### config.mk
export PLATFORM = sky130hd
export DESIGN_NAME = bin2bcd_seq_flat
export DESIGN_NICKNAME = d
export VERILOG_FILES = /design/src/rtl/bcd_pkg.sv /design/src/rtl/bin2bcd_seq_if.sv /design/src/rtl/dabble_adj.sv /design/src/rtl/bin2bcd_seq.sv /design/src/flat_wrapper.sv
export SDC_FILE = /design/constraint.sdc
export NUM_CORES = 1
export LEC_CHECK = 0
export BUFFER_PORTS_ARGS = -buffer_cell sky130_fd_sc_hd__buf_2
export CAP_MARGIN = 20
export CORE_MARGIN = 10
export CORE_UTILIZATION = 40
export CTS_BUF_LIST = sky130_fd_sc_hd__clkbuf_8 sky130_fd_sc_hd__clkbuf_16
export DETAILED_ROUTE_END_ITERATION = 7
export GPL_TIMING_DRIVEN = 0
export MAX_ROUTING_LAYER = met4
export SLEW_MARGIN = 20
export SYNTH_ARGS = -nofsm -noshare
export SYNTH_HDL_FRONTEND = slang
export SYNTH_HIERARCHICAL = 1
export SYNTH_SLANG_ARGS = --single-unit
### constraint.sdc
create_clock -name clk -period 4.45 [get_ports clk]
set_input_delay 0.445 -clock clk [delete_from_list [all_inputs] [get_ports clk]]
set_output_delay 0.445 -clock clk [all_outputs]
set_load 0.02 [all_outputs]
### src/rtl/bcd_pkg.sv
// Shared types and constants for the sequential double-dabble binary-to-BCD converter.
package bcd_pkg;

    typedef enum logic [1:0] {
        IDLE  = 2'd0,
        SHIFT = 2'd1,
        DONE  = 2'd2
    } state_e;

    localparam int unsigned NIBBLE_W    = 4;
    localparam logic [3:0]  ADD3_THRESH = 4'd5;

    // Number of decimal digits needed to show 2**width-1
    function automatic int unsigned digits_needed(input int unsigned width);
        logic [63:0] max_v;
        int unsigned n;
        max_v = (64'd1 << width) - 64'd1;
        n     = 32'd1;
        while (max_v >= 64'd10) begin
            max_v = max_v / 64'd10;
            n     = n + 32'd1;
        end
        return n;
    endfunction

endpackage

### src/rtl/bin2bcd_seq_if.sv
// Request/result bundle for bin2bcd_seq; the blank flags exist only when
// BIN2BCD_BLANK_EN is defined.
interface bin2bcd_seq_if
    import bcd_pkg::*;
#(
    parameter int unsigned WIDTH  = 8,
    parameter int unsigned DIGITS = 3
);

    logic                         start;
    logic [WIDTH-1:0]             bin_in;
    logic                         busy;
    logic                         done;
    logic [NIBBLE_W*DIGITS-1:0]   bcd_out;
`ifdef BIN2BCD_BLANK_EN
    logic [DIGITS-1:0]            blank;

    modport master (output start, bin_in, input busy, done, bcd_out, blank);
    modport slave  (input start, bin_in, output busy, done, bcd_out, blank);
`else
    modport master (output start, bin_in, input busy, done, bcd_out);
    modport slave  (input start, bin_in, output busy, done, bcd_out);
`endif

endinterface

### src/rtl/dabble_adj.sv
// Single-digit add-3 corrector applied to each BCD nibble before the left shift.
module dabble_adj
    import bcd_pkg::*;
(
    input  logic [NIBBLE_W-1:0] nib_i,
    output logic [NIBBLE_W-1:0] nib_o
);

    // A nibble of 5..9 becomes 8..12 so doubling carries into the next digit
    always_comb begin
        if (nib_i >= ADD3_THRESH) begin
            nib_o = nib_i + 4'd3;
        end else begin
            nib_o = nib_i;
        end
    end

endmodule

### src/rtl/bin2bcd_seq.sv
// Sequential binary-to-BCD converter, one shift per clock with start/busy/done handshake.
// Optional leading-zero blank flags are built when BIN2BCD_BLANK_EN is defined.
module bin2bcd_seq
    import bcd_pkg::*;
#(
    parameter int unsigned WIDTH  = 8,
    parameter int unsigned DIGITS = 3
) (
    input  logic          clk,
    input  logic          reset,
    bin2bcd_seq_if.slave  bus
);

    localparam int unsigned      ACC_W    = NIBBLE_W * DIGITS;
    localparam int unsigned      CNT_W    = $clog2(WIDTH + 32'd1);
    localparam logic [CNT_W-1:0] CNT_LAST = CNT_W'(WIDTH);

    if (DIGITS < digits_needed(WIDTH)) begin : g_digits_check
        $error("bin2bcd_seq: DIGITS too small to hold 2**WIDTH-1");
    end

    state_e              state_q, state_d;
    logic [CNT_W-1:0]    cnt_q, cnt_d;
    logic [WIDTH-1:0]    bin_sr_q, bin_sr_d;
    logic [ACC_W-1:0]    acc_q, acc_d;
    logic [ACC_W-1:0]    bcd_q, bcd_d;
    logic                busy_q, busy_d;
    logic                done_q, done_d;
    logic [ACC_W-1:0]    adj_s;
    logic [ACC_W+WIDTH-1:0] shifted_s;

    for (genvar g = 0; g < DIGITS; g++) begin : g_adj
        dabble_adj u_adj (
            .nib_i (acc_q[g*NIBBLE_W +: NIBBLE_W]),
            .nib_o (adj_s[g*NIBBLE_W +: NIBBLE_W])
        );
    end

    assign shifted_s = {adj_s, bin_sr_q} << 1'b1;

`ifdef BIN2BCD_BLANK_EN
    logic [DIGITS-1:0] blank_q, blank_d, blank_s;
    logic              nz_s;

    // Digit i is blank while it and every higher digit are zero; digit 0 always shows
    always_comb begin
        blank_s = '0;
        nz_s    = 1'b0;
        for (int i = int'(DIGITS) - 32'sd1; i >= 32'sd1; i--) begin
            nz_s       = nz_s | (acc_q[i*NIBBLE_W +: NIBBLE_W] != 4'd0);
            blank_s[i] = ~nz_s;
        end
    end
`endif

    // Next-state, datapath and registered-output decode
    always_comb begin
        state_d  = state_q;
        cnt_d    = cnt_q;
        bin_sr_d = bin_sr_q;
        acc_d    = acc_q;
        bcd_d    = bcd_q;
`ifdef BIN2BCD_BLANK_EN
        blank_d  = blank_q;
`endif
        case (state_q)
            IDLE: begin
                if (bus.start) begin
                    state_d  = SHIFT;
                    bin_sr_d = bus.bin_in;
                    acc_d    = '0;
                    cnt_d    = '0;
                end else begin
                    state_d  = IDLE;
                end
            end
            SHIFT: begin
                // The counter reaching WIDTH means all bits are in; publish the accumulator
                if (cnt_q == CNT_LAST) begin
                    bcd_d   = acc_q;
`ifdef BIN2BCD_BLANK_EN
                    blank_d = blank_s;
`endif
                    state_d = DONE;
                end else begin
                    {acc_d, bin_sr_d} = shifted_s;
                    cnt_d             = cnt_q + CNT_W'(1'b1);
                end
            end
            DONE: begin
                state_d = IDLE;
            end
            default: begin
                state_d = IDLE;
            end
        endcase
        busy_d = (state_d != IDLE);
        done_d = (state_d == DONE);
    end

    // State, datapath and output registers with synchronous reset
    always_ff @(posedge clk) begin
        if (reset) begin
            state_q  <= IDLE;
            cnt_q    <= '0;
            bin_sr_q <= '0;
            acc_q    <= '0;
            bcd_q    <= '0;
            busy_q   <= 1'b0;
            done_q   <= 1'b0;
`ifdef BIN2BCD_BLANK_EN
            blank_q  <= '0;
`endif
        end else begin
            state_q  <= state_d;
            cnt_q    <= cnt_d;
            bin_sr_q <= bin_sr_d;
            acc_q    <= acc_d;
            bcd_q    <= bcd_d;
            busy_q   <= busy_d;
            done_q   <= done_d;
`ifdef BIN2BCD_BLANK_EN
            blank_q  <= blank_d;
`endif
        end
    end

    assign bus.busy    = busy_q;
    assign bus.done    = done_q;
    assign bus.bcd_out = bcd_q;
`ifdef BIN2BCD_BLANK_EN
    assign bus.blank   = blank_q;
`endif

endmodule

### src/flat_wrapper.sv
// flat-port wrapper written by rule: the top's interface ports become plain ports
module bin2bcd_seq_flat import bcd_pkg::*;
#(
    parameter int unsigned WIDTH  = 8,
    parameter int unsigned DIGITS = 3
)
  (clk, reset, bus_start, bus_bin_in, bus_busy, bus_done, bus_bcd_out);
  bin2bcd_seq_if #(.WIDTH(WIDTH), .DIGITS(DIGITS)) bus_i ();
  input  logic clk;
  input  logic reset;
  input wire logic [$bits(bus_i.start)-1:0] bus_start;
  input wire logic [$bits(bus_i.bin_in)-1:0] bus_bin_in;
  output wire logic [$bits(bus_i.busy)-1:0] bus_busy;
  output wire logic [$bits(bus_i.done)-1:0] bus_done;
  output wire logic [$bits(bus_i.bcd_out)-1:0] bus_bcd_out;
  assign bus_i.start = bus_start;
  assign bus_i.bin_in = bus_bin_in;
  assign bus_busy = bus_i.busy;
  assign bus_done = bus_i.done;
  assign bus_bcd_out = bus_i.bcd_out;
  bin2bcd_seq #(.WIDTH(WIDTH), .DIGITS(DIGITS)) u_core (.clk(clk), .reset(reset), .bus(bus_i));
endmodule
==> results of run 1 <==
-- flip-flops by register name, summed over array words and instances (netlist names) --
name	cells
u_core/bin_sr_q	8
u_core/bus.done	1
u_core/cnt_q	4
u_core/bus.bcd_out	12
u_core/acc_q	12
u_core/bus.busy	1
u_core/state_q	2
-- power by group through the flow --
stage                     clock network (uW)  logic [uW]  registers, uW
after floorplan                            0        40.4            380
after global placement                     0        58.2            381
after detailed placement                   0        58.6            381
after CTS                                308        58.7            372
after global routing                     319        65.7            374
final                                    299        58.2            372
-- tightest hold or removal path: stages --
cell	delay (ns)
buf_2	0.09
nand2_1	0.04
a311oi_1	0.07
-- through the flow --
| stage | setup slack [ns] | std cells | hold slack [ns] | total power, uW | util |
|---|---|---|---|---|---|
| finish | 2.820 | 339 | 0.4108 | 729.7 | 0.4787 |
| global route | 2.632 | 339 | 0.4127 | 758.5 | 0.4787 |
| CTS | 2.807 | 339 | 0.4019 | 739.3 | 0.4787 |
| detailed placement | 2.814 | 331 | 0.4666 | 439.2 | 0.4551 |
| global placement | 2.868 | 331 | 0.4655 | 438.7 | 0.4551 |
| floorplan | 3.020 | 241 | 0.4499 | 420.4 | - |
-- path summary, 6_finish.rpt --
kind / endpoint / slack, ns / start
setup / recovery: u_core/bus.bcd_out[10] / 2.82 / u_core/cnt_q[0]
setup reg to reg: u_core/bus.bcd_out[10] / 2.82 / u_core/cnt_q[0]
hold / removal: u_core/bin_sr_q[5] / 0.41 / bus_bin_in[5]
hold reg to reg: u_core/bus.bcd_out[2] / 0.48 / u_core/bus.bcd_out[2]
-- metal layers --
metal	track usage	up-vias	share of wire
met5	-	-	0
li1	-	926	-
met2	0.2040	40	0.48
met1	0.1524	854	0.48
met3	0.03159	5	0.037
met4	0.02830	0	0.0068
-- cells in the final DEF, fill, tap and decap left out, types with 3 or more instances in the layout --
master,n
nand4_1,14
o21ai_1,11
xnor2_1,3
clkbuf_8,5
a21oi_2,3
a21oi_1,35
mux2i_1,3
ha_1,8
inv_1,8
nand3_1,16
nor2_1,4
buf_2,33
o21ai_0,22
dfxtp_1,40
clkbuf_1,7
nand2b_1,6
a311oi_1,7
nor3_1,3
nand2_1,26
-- area by class of cell --
cell class	instances	area [um2]	area share
Multi-Input combinational cell	174	1025	0.4532
Sequential cell	40	800.8	0.3542
Timing Repair Buffer	23	115.1	0.05091
Buffer	19	95.09	0.04206
Tap cell	67	83.83	0.03708
Clock buffer	5	68.82	0.03044
Clock inverter	3	42.54	0.01882
Inverter	8	30.03	0.01328
==> impl_metrics.csv, run 1 <==
group,metric,value,unit
drt,wl_per_cell,14.40,um
place,place.port_buffers,23,
sta,max_freq,613.5,MHz
sta,slew_viol_final,0,
setup_path,cp_top_family,"buffers and inverters",
final_layout,num_antenna_cells,0,
job,maxCapViolCount,0,
grt,grt_max_degree,14,
logic_synthesis,syn_inst,241,
final_layout,final_nets,290,
logic_synthesis,netlist_area,1951,um2
cts,clockBufferDepth,2,
floorplanning,coreArea,4723,um2
setup_path,critical_path_class,"reg -> reg",
cts,cts.sinks,40,
sta,hold_viol_final,0,
cts,holdBufCountCts,0,
final_layout,fin_area,2261,um2
floorplanning,die_area,8069,um2
setup_path,cp_max_fo,10,
sta,clock-skew-final,0.01077,ns
setup_path,cp.arrival,1.85,ns
drt,via_per_inst,5.383,
pwr,seq_power_share,0.510,
final_layout,drive_above_1_share,0.1838,
final_layout,areaGrowthSynthToFinish,15.91,%
drt,postRouteAntennaNets,0,
cts,cts-htree-levels,2,
pwr,power_switching,176.6,uW
logic_synthesis,syn_avg_cell_area,8.094,um2
place,place_area,2150,um2
floorplanning,fp-row-count,25,
setup_path,critPathBufInv,2,
setup_path,crit_cells,6,
setup_path,crit_path_end_kind,"flop",
pwr,max-vdd-ir-drop,170.7,uV
cts,clk_latency,0.30,ns
setup_path,worstRegToRegCells,6,
cts,cts_tree,"yes",
cts,clk_pin_slew,0.08,ns
place,hpwlAfterDp,3396,um
worst_hold_path,hold_path_depth,3,
setup_path,start_kind,"flop",
drt,wl,4880,um
logic_synthesis,syn-num-nets,260,
pwr,power.leakage,0.0008617,uW
logic_synthesis,synth_warnings,6,
sta,tightest_slew,0.4963,ns
sta,period_minus_slack,1.630,ns
sta,rsz0062_at_grt,"no",
drt,drcViolationCount,0,
place,place.gp.congestion,0.8129,
setup_path,path_cells,"inv_1, ha_1, nand2_1, clkbuf_1, o21ai_1, a21oi_1",
setup_path,slowest_delay,0.42,ns
drt,vias,1825,
pwr,p_clk_frac,0.410,
final_layout,nFillCells,484,
grt,grt_pass1_vias,1751,
drt,drt_pass1_iterations,4,
pwr,p_int,553.2,uW
grt,gr-usage-all-layers,0.1255,
grt,gr-total-overflow,0,
floorplanning,die_h,89.83,um
sta,min_period_over_period,0.3663,
setup_path,worstPathRequired,4.67,ns
grt,antenna_found_initial,0,
sta,relSlewSlack,0.6691,
grt,grt_first_pass_wirelength,8431,um
drt,drt_iter0_drc,134,
sta,setup-tns-final,0,ns
pwr,switching_share,0.2419,
floorplanning,die_w,89.83,um
setup_path,cp_slowest_cell,"clkbuf_1",
worst_hold_path,hold_class,"in -> reg",
cts,cts_resized,0,
pwr,share_comb_of_total_power,0.080,
floorplanning,io_pins,25,
cts,postCtsSetupRepairBufs,0,
pwr,p_per_area,322.8,nW/um2
sta,setup_viol,0,
cts,cts_buffers,5,
floorplanning,start_util,0.4130,
cts,root_buffer,"clkbuf_8",
outcome,status,"finished clean",
No activity file was read; power rests on OpenSTA's default activity.
==> inputs of run 2 (changes only) <==
- ABC_AREA: default -> 1
- clock period: 4.45 -> 1.51 ns (I/O delays scaled with it)
==> impl_metrics.csv, run 2 <==
group,metric,value,unit
cts,cts-htree-levels,2,
logic_synthesis,synth_warnings,6,
setup_path,start_kind,"flop",
place,place.port_buffers,24,
sta,min_period_over_period,0.9200,
place,place.gp.congestion,0.8064,
sta,setup_viol,0,
logic_synthesis,syn-num-nets,313,
grt,gr-usage-all-layers,0.1064,
final_layout,final_cell_mix,"68 x nand2_1, 58 x nor2_1, 37 x dfxtp_1",
grt,antenna_found_initial,0,
drt,wl_met3,206,um
sta,max_freq,719.8,MHz
sta,hold-worst-slack,0.06252,ns
setup_path,cp_top_family,"flip-flops",
final_layout,multiInputGateArea,1079,um2
grt,grt_first_pass_wirelength,7431,um
drt,drt_iter0_drc,44,
floorplanning,die_h,91.73,um
setup_path,critical_path_class,"reg -> reg",
cts,root_buffer,"clkbuf_8",
place,hpwlAfterDp,3125,um
place,place_area,2266,um2
setup_path,crit_cells,7,
final_layout,final_nets,347,
logic_synthesis,netlist_area,2058,um2
setup_path,cp.arrival,1.62,ns
worst_hold_path,hold_class,"in -> reg",
grt,gr-total-overflow,0,
job,maxCapViolCount,0,
cts,cts_buffers,5,
setup_path,cp_slowest_cell,"dfxtp_1",
final_layout,num_antenna_cells,0,
grt,grt_pass1_vias,1747,
cts,cts_tree,"yes",
setup_path,path_cells,"inv_1, ha_1, nor2_4, nor2_4, o21ai_2, nand2_1, o21ai_2",
drt,wl_met1,2053,um
drt,top_layer,"met4",
cts,clk_latency,0.29,ns
sta,period_minus_slack,1.389,ns
place,dp.cells,388,
floorplanning,fp-row-count,26,
worst_hold_path,hold_path_depth,2,
final_layout,seq_area,804.5,um2
pwr,max-vdd-ir-drop,560.4,uV
place,dp_slack,0.04109,ns
drt,via_per_inst,4.549,
floorplanning,io_pins,25,
pwr,p_per_area,892.2,nW/um2
final_layout,areaGrowthSynthToFinish,17.26,%
sta,clock-skew-final,0.01012,ns
setup_path,critPathBufInv,1,
final_layout,final_common_cell,"nand2_1",
final_layout,drive_above_1_share,0.2523,
cts,cts.sinks,40,
floorplanning,die_w,91.73,um
final_layout,postLayoutCoreUtil,0.4787,
sta,hold_viol_final,0,
drt,wl_per_cell,10.41,um
drt,vias,1815,
sta,slew_viol_final,0,
setup_path,slowest_delay,0.44,ns
sta,fin_ws,0.1208,ns
sta,tightest_slew,0.4463,ns
sta,relSlewSlack,0.7024,
final_layout,nFillCells,542,
pwr,power.leakage,0.001057,uW
drt,drt_pass1_iterations,4,
outcome,status,"finished clean",
setup_path,worstRegToRegCells,7,
floorplanning,coreArea,5042,um2
logic_synthesis,syn_avg_cell_area,7.001,um2
setup_path,worstPathRequired,1.74,ns
grt,grt_max_degree,13,
drt,wl_met2,1867,um
drt,wl,4152,um
logic_synthesis,syn_inst,294,
final_layout,stdcell_count,399,
floorplanning,start_util,0.4082,
setup_path,cp_max_fo,6,
cts,clk_pin_slew,0.08,ns
drt,drcViolationCount,0,
floorplanning,die_area,8414,um2
drt,postRouteAntennaNets,0,
setup_path,crit_path_end_kind,"flop",
final_layout,fin_area,2414,um2
cts,clockBufferDepth,2,
## run 2: metrics by stage
stage | setup TNS (ns) | power, uW
2_1_floorplan | 0 | 1268
3_3_place_gp | 0 | 1321
3_5_place_dp | 0 | 1322
4_1_cts | 0 | 2186
5_1_grt | -0.0007693 | 2258
6_report | 0 | 2153
## run 2: area by class of cell
type / instances / share of cell area
buffer: 11 / 0.03318
clock buffer: 5 / 0.02851
clock inverter: 3 / 0.01607
inverter: 30 / 0.04666
multi-input combinational: 213 / 0.4469
sequential: 40 / 0.3333
tap: 70 / 0.03629
timing repair buffer: 27 / 0.05910
## run 2: repair_timing
action                                  4_1_cts  5_1_grt
buffers inserted                              0        3
resized for setup                             0        8
endpoints found under the setup margin        0       33
hold buffers                                  0        0
## run 2: report_power, final
part           switching, uW  internal [uW]  total [uW]
clock                    367            484         851
combinational            130           76.2         207
sequential              14.2           1080        1100
total                    511           1640        2150
## run 2: worst paths after layout
path / slack (ns) / end / startpoint
worst max-delay path: 0.12 / u_core/acc_q[6] / u_core/acc_q[4]
worst min-delay path: 0.06 / u_core/bus.done / reset
worst max register to register: 0.12 / u_core/acc_q[6] / u_core/acc_q[4]
worst min register to register: 0.46 / u_core/acc_q[0] / u_core/bin_sr_q[7]
## run 2: metal layers
metal	vias to the layer above	global-route usage
met5	-	-
met4	0	0.03085
met3	3	0.03260
met2	29	0.1801
met1	794	0.1184
li1	989	-
